`src/rtl/sram_col_mux_seq.sv`:
```
`default_nettype none
// ============================================================================
//  Module   : sram_col_mux_seq
//  Summary  : Sequenced SRAM column multiplexer controller. Runs precharge,
//             isolation and write-drive/sense phases for one column per access.
//  Revision : 1.0  initial release
// ============================================================================
module sram_col_mux_seq #(
    parameter int WORD_W     = 8,
    parameter int MUX_RATIO  = 4,
    parameter int COL_W      = $clog2(MUX_RATIO),
    parameter int PRE_CYCLES = 1,
    parameter int ACC_CYCLES = 2
) (
    input  logic                        clk,
    input  logic                        reset_n,
    input  logic                        req_valid,
    output logic                        req_ready,
    input  logic                        req_we,
    input  logic [COL_W-1:0]            req_col,
    input  logic [WORD_W-1:0]           req_wdata,
    output logic [MUX_RATIO-1:0]        col_sel,
    output logic [MUX_RATIO-1:0]        bl_oe,
    output logic [WORD_W*MUX_RATIO-1:0] bl_out,
    input  logic [WORD_W*MUX_RATIO-1:0] bl_in,
    output logic                        precharge_n,
    output logic                        sense_en,
    output logic                        write_en,
    output logic                        rsp_valid,
    input  logic                        rsp_ready,
    output logic [WORD_W-1:0]           rsp_rdata,
    output logic                        rsp_err
);

    localparam logic [7:0]     c_pre_last = 8'(PRE_CYCLES - 1);
    localparam logic [7:0]     c_acc_last = 8'(ACC_CYCLES - 1);
    localparam logic [COL_W:0] c_col_lim  = (COL_W + 1)'(MUX_RATIO);

    typedef enum logic [2:0] {
        S_IDLE = 3'd0,
        S_PRE  = 3'd1,
        S_ISO  = 3'd2,
        S_ACC  = 3'd3,
        S_RSP  = 3'd4
    } state_t;

    state_t              r_state;
    state_t              w_next;
    logic                r_live;
    logic                r_we;
    logic [COL_W-1:0]    r_col;
    logic [WORD_W-1:0]   r_wdata;
    logic                r_err;
    logic [WORD_W-1:0]   r_rdata;
    logic [7:0]          r_cnt;
    logic                w_accept;
    logic                w_col_bad;
    logic                w_acc;
    logic [WORD_W-1:0]   w_sensed;

    assign w_col_bad = ({1'b0, req_col} >= c_col_lim);
    assign req_ready = r_live && (r_state == S_IDLE);
    assign w_accept  = req_valid && req_ready;
    assign w_acc     = (r_state == S_ACC);

    always_comb begin
        w_next = r_state;
        case (r_state)
            S_IDLE: if (w_accept) w_next = w_col_bad ? S_RSP : S_PRE;
            S_PRE:  if (r_cnt >= c_pre_last) w_next = S_ISO;
            S_ISO:  w_next = S_ACC;
            S_ACC:  if (r_cnt >= c_acc_last) w_next = S_RSP;
            S_RSP:  if (rsp_ready) w_next = S_IDLE;
            default: w_next = S_IDLE;
        endcase
    end

    always_comb begin
        w_sensed = '0;
        for (int c = 0; c < MUX_RATIO; c++) begin
            if (r_col == COL_W'(c)) w_sensed = bl_in[c*WORD_W +: WORD_W];
        end
    end

    // r_live holds req_ready low until the first edge after reset release
    always_ff @(posedge clk or negedge reset_n) begin
        if (!reset_n) begin
            r_state <= S_IDLE;
            r_live  <= 1'b0;
            r_we    <= 1'b0;
            r_col   <= '0;
            r_wdata <= '0;
            r_err   <= 1'b0;
            r_rdata <= '0;
            r_cnt   <= '0;
        end else begin
            r_live  <= 1'b1;
            r_state <= w_next;
            if (w_next != r_state) begin
                r_cnt <= '0;
            end else if (r_cnt != 8'hFF) begin
                r_cnt <= r_cnt + 8'd1;
            end
            if (w_accept) begin
                r_we    <= req_we;
                r_col   <= req_col;
                r_wdata <= req_wdata;
                r_err   <= w_col_bad;
                r_rdata <= '0;
            end
            if (w_acc && (w_next == S_RSP) && !r_we) begin
                r_rdata <= w_sensed;
            end
        end
    end

    for (genvar c = 0; c < MUX_RATIO; c++) begin : g_col
        assign col_sel[c] = w_acc && (r_col == COL_W'(c));
        assign bl_oe[c]   = col_sel[c] && r_we;
        assign bl_out[c*WORD_W +: WORD_W] = bl_oe[c] ? r_wdata : '0;
    end

    assign precharge_n = (r_state != S_PRE);
    assign write_en    = w_acc && r_we;
    assign sense_en    = w_acc && !r_we;
    assign rsp_valid   = (r_state == S_RSP);
    assign rsp_err     = rsp_valid && r_err;
    assign rsp_rdata   = r_rdata;

endmodule
`default_nettype wire

```
`config.mk`:
```
export PLATFORM = sky130hd
export DESIGN_NAME = sram_col_mux_seq
export DESIGN_NICKNAME = d
export VERILOG_FILES = /design/src/rtl/sram_col_mux_seq.sv
export SDC_FILE = /design/constraint.sdc
export NUM_CORES = 1
export LEC_CHECK = 0
export CAP_MARGIN = 20
export CORE_AREA = 2 2 75 77
export CTS_CLUSTER_DIAMETER = 30
export DETAILED_ROUTE_END_ITERATION = 16
export DIE_AREA = 0 0 77 79
export DONT_BUFFER_PORTS = 1
export PLACE_DENSITY = 0.62
export SYNTH_ARGS = -nofsm -noshare
export SYNTH_HDL_FRONTEND = slang
export SYNTH_SLANG_ARGS = --single-unit
```
`constraint.sdc`:
```
create_clock -name clk -period 2.8 [get_ports clk]
set_input_delay 0.28 -clock clk [delete_from_list [all_inputs] [get_ports clk]]
set_output_delay 0.28 -clock clk [all_outputs]
set_load 0.02 [all_outputs]
```
# Yosys cells after proc, flatten, opt, wreduce, memory -nomap -nowiden

Cells that the tools add are included.

Bits in registers: 31
Input port bits: 47
Output and inout bits: 54

Add/sub/neg operators: 1
$lt $le $gt $ge: 2
Equal/unequal tests: 11
Muxes and demuxes: 17
Reduce and logical (&&, ||, !) cells: 19

Operators with widths:

| kind                | count |
|---|---|
| $mux 8              | 12 |
| $ge 8x1->1 const B  | 2 |
| $pmux 3 s5          | 1 |
| $logic_and 1x1->1   | 14 |
| $mux 3              | 4 |
| $add 8x1->8 const B | 1 |
| $ne 8x8->1 const B  | 1 |
| $eq 3x2->1 const B  | 2 |
| $eq 3x3->1 const B  | 2 |
| $eq 2x2->1 const B  | 2 |
| $reduce_bool 2->1   | 2 |
| $eq 3x1->1 const B  | 1 |
| $logic_not 3->1     | 1 |
| $ne 3x1->1 const B  | 1 |
| $ne 3x3->1          | 1 |
| $eq 2x1->1 const B  | 1 |
| $logic_not 2->1     | 1 |
| $logic_not 1->1     | 1 |

# Depth between registers and ports, before layout

Gate-level depths: netlist of the first run.

Word-level depth: 9
Gate-level depth with buffers: 5

# Least setup slack after synthesis of the first run

Ideal clock, no wire load.

Kind: flip-flop to output port
Start: register r_state[2]
End: output bl_out[0]
Data arrival time: 1.812 ns
Required time: 2.520 ns
Path slack: 0.708 ns
Cell stages (with the launch flop): 5
Buffers on the path: 1
Path through: dfrtp_1 -> buf_6 -> nand4b_1 -> nor3_1 -> and2_1

Cells in the longest elaborated chain, start to end: 4

RTL lines:

| item                   | line | text |
|---|---|---|
| start, declared        | 47   | `state_t r_state;` |
| start signal, assigned | 98   | `r_state <= w_next;` |
| $eq 3x2->1             | 64   | `assign w_acc = (r_state == S_ACC);` |
| $logic_and 1x1->1      | 118  | `assign col_sel[c] = w_acc && (r_col == COL_W'(c));` |
| $logic_and 1x1->1      | 119  | `assign bl_oe[c] = col_sel[c] && r_we;` |
| via bl_oe[0]           | 23   | `output logic [MUX_RATIO-1:0] bl_oe,` |
| $mux 8                 | 120  | `assign bl_out[c*WORD_W +: WORD_W] = bl_oe[c] ? r_wdata : '0;` |
| end, declared          | 24   | `output logic [WORD_W*MUX_RATIO-1:0] bl_out,` |

The timed path passes the listed nets, and every way through them passes these cells.

# Final worst setup path of the first run

Start: register r_state[2]
End: output bl_out[3]

Cells in the longest elaborated chain, start to end: 4

RTL lines:

| item              | line |
|---|---|
| $eq 3x2->1        | 64 |
| $logic_and 1x1->1 | 118 |
| $logic_and 1x1->1 | 119 |
| $mux 8            | 120 |

No other way between the ends.

==> summary.txt, run 1 <==
Synth
  • Post-Syn Area: a little over 2000 sq um
  • Synth unique cells: 40
  • Area leader, netlist: dfrtp_1
  • Number of enable flip-flop cells after synthesis: 0
  • #FFs+latches synth: 31
  • Async SR Flop Fraction: 1.000
  • Mean Syn Cell Area: around 11 sq um
  • Top-area cell type share of the netlist area: 0.3778
  • Most used DFF post-synth: dfrtp_1
  • Register area share after synthesis: 0.3778
  • Number of cells produced by synthesis: around 180
  • Top cells by area, synth: dfrtp_1, and2_1, mux4_2
  • Synth Warn #: 0
  • Syn Nets: 232

CTS
  • TritonCTS buffer count: 5
  • CTS Root Cell: clkbuf_8
  • Setup bufs post-CTS: 0
  • Clk slew on worst S/H paths: 70 ps
  • CTS tree: done
  • Clock Latency Late Sink: roughly 280 ps
  • H-tree Lvls: 2
  • Maximum root-to-sink buffer count: 2
  • Clock sinks: 31

Worst setup path
  • CP endpoint kind: primary output
  • Reg2reg setup slack: between 800 and 900 ps
  • Setup crit start: r_state[2]
  • Worst-path fanout max: 10
  • Crit Path Class: reg -> out
  • Worst Setup EP: bl_out[3]
  • Worst reg-to-reg path cell count: 5
  • Worst Setup Start Kind: register
  • R2R Path End: r_cnt[4]
  • CP required: 2520 ps
  • R2r startpoint: r_cnt[1]
  • Critical Path AT: between 1500 and 2000 ps

Timing
  • Slew headroom: 0.5510
  • Fin crit share: 0.7687
  • Setup Skew: 4.712 ps
  • Final hold vios: 0
  • Worst-margin pin slew: between 600 and 700 ps
  • Final min period: approximately 2200 ps
  • Final worst slack: 647.7 ps
  • Setup TNS: 0 ps
  • # setup viols final: 0
  • Setup repair after global routing missed its margin: false
  • Final Slew Violations: 0
  • Worst hold slack: 144.8 ps
  • Fmax: ~460 MHz

Detailed routing
  • DRC viols: 0
  • Drt initial violations: 75
  • Post-DRT Antenna Nets: 0
  • Post-DR vias/cell: roughly 5.6
  • Routed WL per cell: 18.12 microns
  • Vias: about 1500
  • Drt pass-1 iters: 4
  • Routed wire length: ~4700 microns

Pwr
  • Int Pwr: about 1.2 mW
  • Gate power share: 0.411
  • Leakage: roughly 0.96 nW
  • Clock network fraction of total power: 0.155
  • Peak VDD IR: roughly 330 uV
  • Pwr per Cell Area: 974.7 nW/um^2
  • Design Power: ~2.2 mW
  • Switch Pwr: a little over 0.9 mW
  • Switching Share: 0.4250
  • Sequential Power Share: 0.434

Cells and area
  • Final Util: 0.4175
  • Non-filler cells, final: between 200 and 300
  • Synthesis-to-layout area growth: 8.532%
  • Design area: roughly 2200 sq um
  • Most frequent cells in the layout: and2_1, dfrtp_1, nor2_1
  • Commonest non-fill, non-tap cell in the layout: and2_1
  • Ant. Diodes: 0
  • Final #Nets: about 240
  • Layout cell share with drive strength beyond 1: 0.2513

Place
  • Cell Count Post-Placement: around 250
  • Port bufs: 0
  • Pre-CTS setup slack: 867.1 ps
  • Final Wtd Congestion: ~0.80
  • Placed wire-length estimate: between 3000 and 4000 microns
  • Post-DP Area: 2117 sq um

Job
  • Max Cap Violations: 0

Floorplan
  • Io pins: 101
  • Core Area: ~5300 sq um
  • Starting Density: 0.3847
  • Die H: between 70 and 80 microns
  • Die width: roughly 77 microns
  • Die area: approximately 6100 sq um
  • Rows: 27

Min path
  • Worst hold-check path type: in -> reg
  • Critical hold path startpoint: req_col[0]

Global route
  • Global-route wire length before repair: about 7600 microns
  • Largest net degree at the start of global routing: 32
  • Global Route Usage Sum: 0.1588
  • Initial antenna violation count: 0
  • GR Overflow Total: 0
  • Vias in the first global route: 1410

Run status
  • Status: finished clean
flip-flops by register name, indices dropped and copies added (netlist names):
| name | flops |
|---|---|
| r_cnt | 8 |
| r_wdata | 8 |
| rsp_rdata | 8 |
| r_state | 3 |
| r_col | 2 |
| r_live | 1 |
| r_we | 1 |
synth_stat cells, types with 3 or more instances:
cell      count
nand2_1       6
nand3_1       3
nor2_1       13
nor3_1        3
ha_1          3
nand2b_1      3
buf_2         4
inv_1         4
mux4_2        8
o21ai_0       3
mux2_4        9
a221oi_1      6
a21boi_0      9
mux2_2       10
dfrtp_1      31
buf_6         3
and2_1       34
timing repair:
item / in CTS / in global routing
resized for setup: 0 / 0
hold buffers: 2 / 0
endpoints found under the hold margin: 31 / 0
cell families after synthesis:
group,count (synthesis),synth area share
DFF,31,0.3778
and+or+nand+nor,76,0.2419
other,2,0.003658
muxes,27,0.2084
AOI/OAI and AO/OA,29,0.1091
buffers and inverters,14,0.04082
adders and majority gates,3,0.01828
per-layer routing:
layer	global-route usage	share of wire	vias to the layer above
met3	0.03409	0.055	8
li1	-	-	666
met1	0.2121	0.44	717
met4	0.05179	0.013	0
met2	0.2588	0.49	60
met5	0	0	-
worst max-delay path: stages (launching register included):
cell      delay, ps
dfrtp_1         480
nand4b_1        360
nor3_2          260
buf_4           230
and2_1          260
power groups by stage:
stage	logic [mW]	registers, mW	clock network (mW)
2_1_floorplan	0.900	0.782	0
3_3_place_gp	0.869	0.935	0
3_5_place_dp	0.887	0.947	0
4_1_cts	0.903	0.940	0.346
5_1_grt	0.967	0.974	0.365
6_report	0.893	0.942	0.337
worst min-delay path by stage:
| stage | endpoint | slack [ps] | cells past startpoint |
|---|---|---|---|
| 6_report | r_col[0] | 140 | 1 |
| 3_5_place_dp | rsp_rdata[7] | -10 | 0 |
| 4_1_cts | r_col[0] | 140 | 1 |
| 2_1_floorplan | r_cnt[0] | -20 | 0 |
| 3_3_place_gp | rsp_rdata[7] | -10 | 0 |
| 5_1_grt | r_col[0] | 130 | 1 |
cell type report:
cell class / instances / area, sq um
Fill cell: 512 / 3109
Clock buffer: 7 / 76.32
Multi-Input combinational cell: 137 / 1199
Tap cell: 72 / 90.09
Sequential cell: 31 / 775.7
Clock inverter: 1 / 5.005
Inverter: 4 / 15.01
Timing Repair Buffer: 7 / 67.56
Note: power is estimated with default switching activity, not from simulation.
==> run 2, diff against run 1 <==
Clock period 2.8 ns to 2 ns, I/O delays scaled along.
==> run 2 against run 1 <==
Net effect: sequential power grew 37%; sequential cell count unchanged; die area stayed put; first-iteration DRC count grew 51%; non-clock buffer count increased by 10; largest power group is now combinational logic.
==> summary.txt, run 2 (synthesized netlist as in run 1, its figures left out) <==
Detailed routing
  • WL met1: 2267 microns (+10%)
  • Highest Signal Layer: met4
  • Routed wire length: 5287 microns (+13%)
  • Post-DRT Antenna Nets: 0 (unchanged)
  • Post-DR vias/cell: 5.596 (-0.11%)
  • Met2 wire length: 2584 microns (+12%)
  • Vias: 1511 (+4.1%)
  • Routed WL per cell: 19.58 microns (+8.1%)
  • DR WL met3: 386 microns (+50%)
  • Drt pass-1 iters: 4 (unchanged)
  • Drt initial violations: 113 (+51%)
  • DRC viols: 0 (unchanged)

Worst setup path
  • Worst Setup EP: bl_out[7]
  • Critical Path AT: 1740 ps (-130 ps)
  • Crit Path Class: reg -> out
  • Worst reg-to-reg path cell count: 5 (unchanged)
  • CP required: 1800 ps (-720 ps)
  • CP endpoint kind: primary output
  • Worst Setup Start Kind: register
  • R2r startpoint: r_cnt[0]
  • Worst-path fanout max: 10 (unchanged)
  • R2R Path End: rsp_rdata[5]
  • Setup crit start: r_state[2]
  • Reg2reg setup slack: 120 ps (-720 ps)

Pwr
  • Pwr per Cell Area: 1402 nW/um^2 (+44%)
  • Peak VDD IR: 552.8 uV (+69%)
  • Leakage: 1.025 nW (+7.2%)

Cells and area
  • Design area: 2374 sq um (+6.5%)
  • Layout cell share with drive strength beyond 1: 0.3939 (+0.1426)
  • Commonest non-fill, non-tap cell in the layout: dfrtp_1
  • Most frequent cells in the layout: dfrtp_1, and2_1, buf_4
  • Synthesis-to-layout area growth: 15.60%
  • Final #Nets: 247 (+4.7%)
  • Ant. Diodes: 0 (unchanged)
  • Non-filler cells, final: 270 (+4.2%)
  • Final Util: 0.4447 (+0.02719)

Timing
  • Setup repair after global routing missed its margin: false
  • Final worst slack: 56.95 ps (-590.8 ps)
  • Setup TNS: 0 ps (unchanged)
  • Final Slew Violations: 0 (unchanged)
  • Slew headroom: 0.5520 (+0.0009660)
  • Fin crit share: 0.9715
  • # setup viols final: 0 (unchanged)
  • Setup Skew: 7.702 ps (+2.990 ps)
  • Final min period: between 1500 and 2000 ps
  • Worst-margin pin slew: 669.1 ps (+0.7473 ps)
  • Final hold vios: 0 (unchanged)
  • Fmax: roughly 510 MHz

Min path
  • Worst hold-check path type: in -> reg

CTS
  • Clock Latency Late Sink: 280 ps (about the same)
  • TritonCTS buffer count: 5 (unchanged)
  • CTS Root Cell: clkbuf_8
  • H-tree Lvls: 2 (unchanged)
  • Clk slew on worst S/H paths: 70 ps (about the same)
  • CTS tree: done
  • Maximum root-to-sink buffer count: 2 (unchanged)
  • Clock sinks: 31 (unchanged)

Run status
  • Status: finished clean

Floorplan
  • Die area: 6083 sq um (unchanged)
  • Rows: 27 (unchanged)
  • Core Area: 5338 sq um (unchanged)
  • Starting Density: 0.3847 (unchanged)
  • Die H: 79 microns (unchanged)
  • Io pins: 101 (unchanged)
  • Die width: 77 microns (unchanged)

Global route
  • Largest net degree at the start of global routing: 32 (unchanged)
  • GR Overflow Total: 0 (unchanged)
  • Global-route wire length before repair: 8128 microns (+6.5%)
  • Initial antenna violation count: 0 (unchanged)
  • Vias in the first global route: 1489 (+5.6%)
  • Global Route Usage Sum: 0.1711 (+0.01230)

Place
  • Post-DP Area: 2177 sq um (+2.8%)
  • Port bufs: 0 (unchanged)
  • Pre-CTS setup slack: 110.7 ps (-756.4 ps)
  • Final Wtd Congestion: 0.8452 (+5.9%)
  • Cell Count Post-Placement: 257 (+3.2%)
  • Placed wire-length estimate: 3828 microns (+8.9%)

Job
  • Max Cap Violations: 0 (unchanged)
run 2: cell types whose count changed in the layout (fill, tap and decap cells not counted), moves of 2 or more:
cell	previous run	this run
nor2_2	0	2
and2_1	34	20
dfrtp_2	0	3
buf_4	5	15
nor2_1	13	11
and2_2	0	14
clkbuf_8	5	7
dfrtp_1	31	28
run 2: where the power goes:
part	internal, mW	switching, mW
registers	0.866	0.419
logic	0.764	0.728
clock network	0.314	0.237
run 2: metrics by stage:
stage / power [mW] / hold slack (ps)
after CTS: 3.296 / 46.62
after floorplan: 2.360 / -95.59
final: 3.328 / 57.08
after global placement: 2.639 / -94.38
after detailed placement: 2.671 / -94.48
after global routing: 3.535 / 33.04
run 2: worst min path at each step:
| stage | from | to | slack [ps] | cells after the start |
|---|---|---|---|---|
| 6_report | req_col[0] | r_col[0] | 60 | 1 |
| 5_1_grt | req_col[0] | r_col[0] | 30 | 1 |
| 4_1_cts | req_col[0] | r_col[0] | 50 | 1 |
| 3_5_place_dp | reset_n | rsp_rdata[4] | -90 | 0 |
| 3_3_place_gp | reset_n | rsp_rdata[6] | -90 | 0 |
| 2_1_floorplan | reset_n | r_cnt[0] | -100 | 0 |
run 2: repair_timing:
action                     CTS  global route
hold endpoints to repair    31             0
gates cloned                 0             1
buffers inserted             2             0
hold buffers                 2             0
gates resized for setup      3            18
pin swaps                    0             1
setup endpoints to repair   22            28
run 2: routing by layer:
layer,up-vias,global-route usage
li1,689,-
met2,77,0.2842
met4,0,0.05357
met1,739,0.2141
met3,6,0.05341
met5,-,0
run 2: final cells by class:
class	instances	area, sq um
fill	519	2964
multi-input combinational	138	1246
sequential	31	779.5
timing repair buffer	17	142.6
clock buffer	8	100.1
tap	72	90.09
inverter	4	15.01
run 2: worst max-delay path, cell delays in order (launching register included):
cell      delay, ps
dfrtp_2         480
nand4b_1        190
buf_4           190
nor3_2          290
and2_1          300
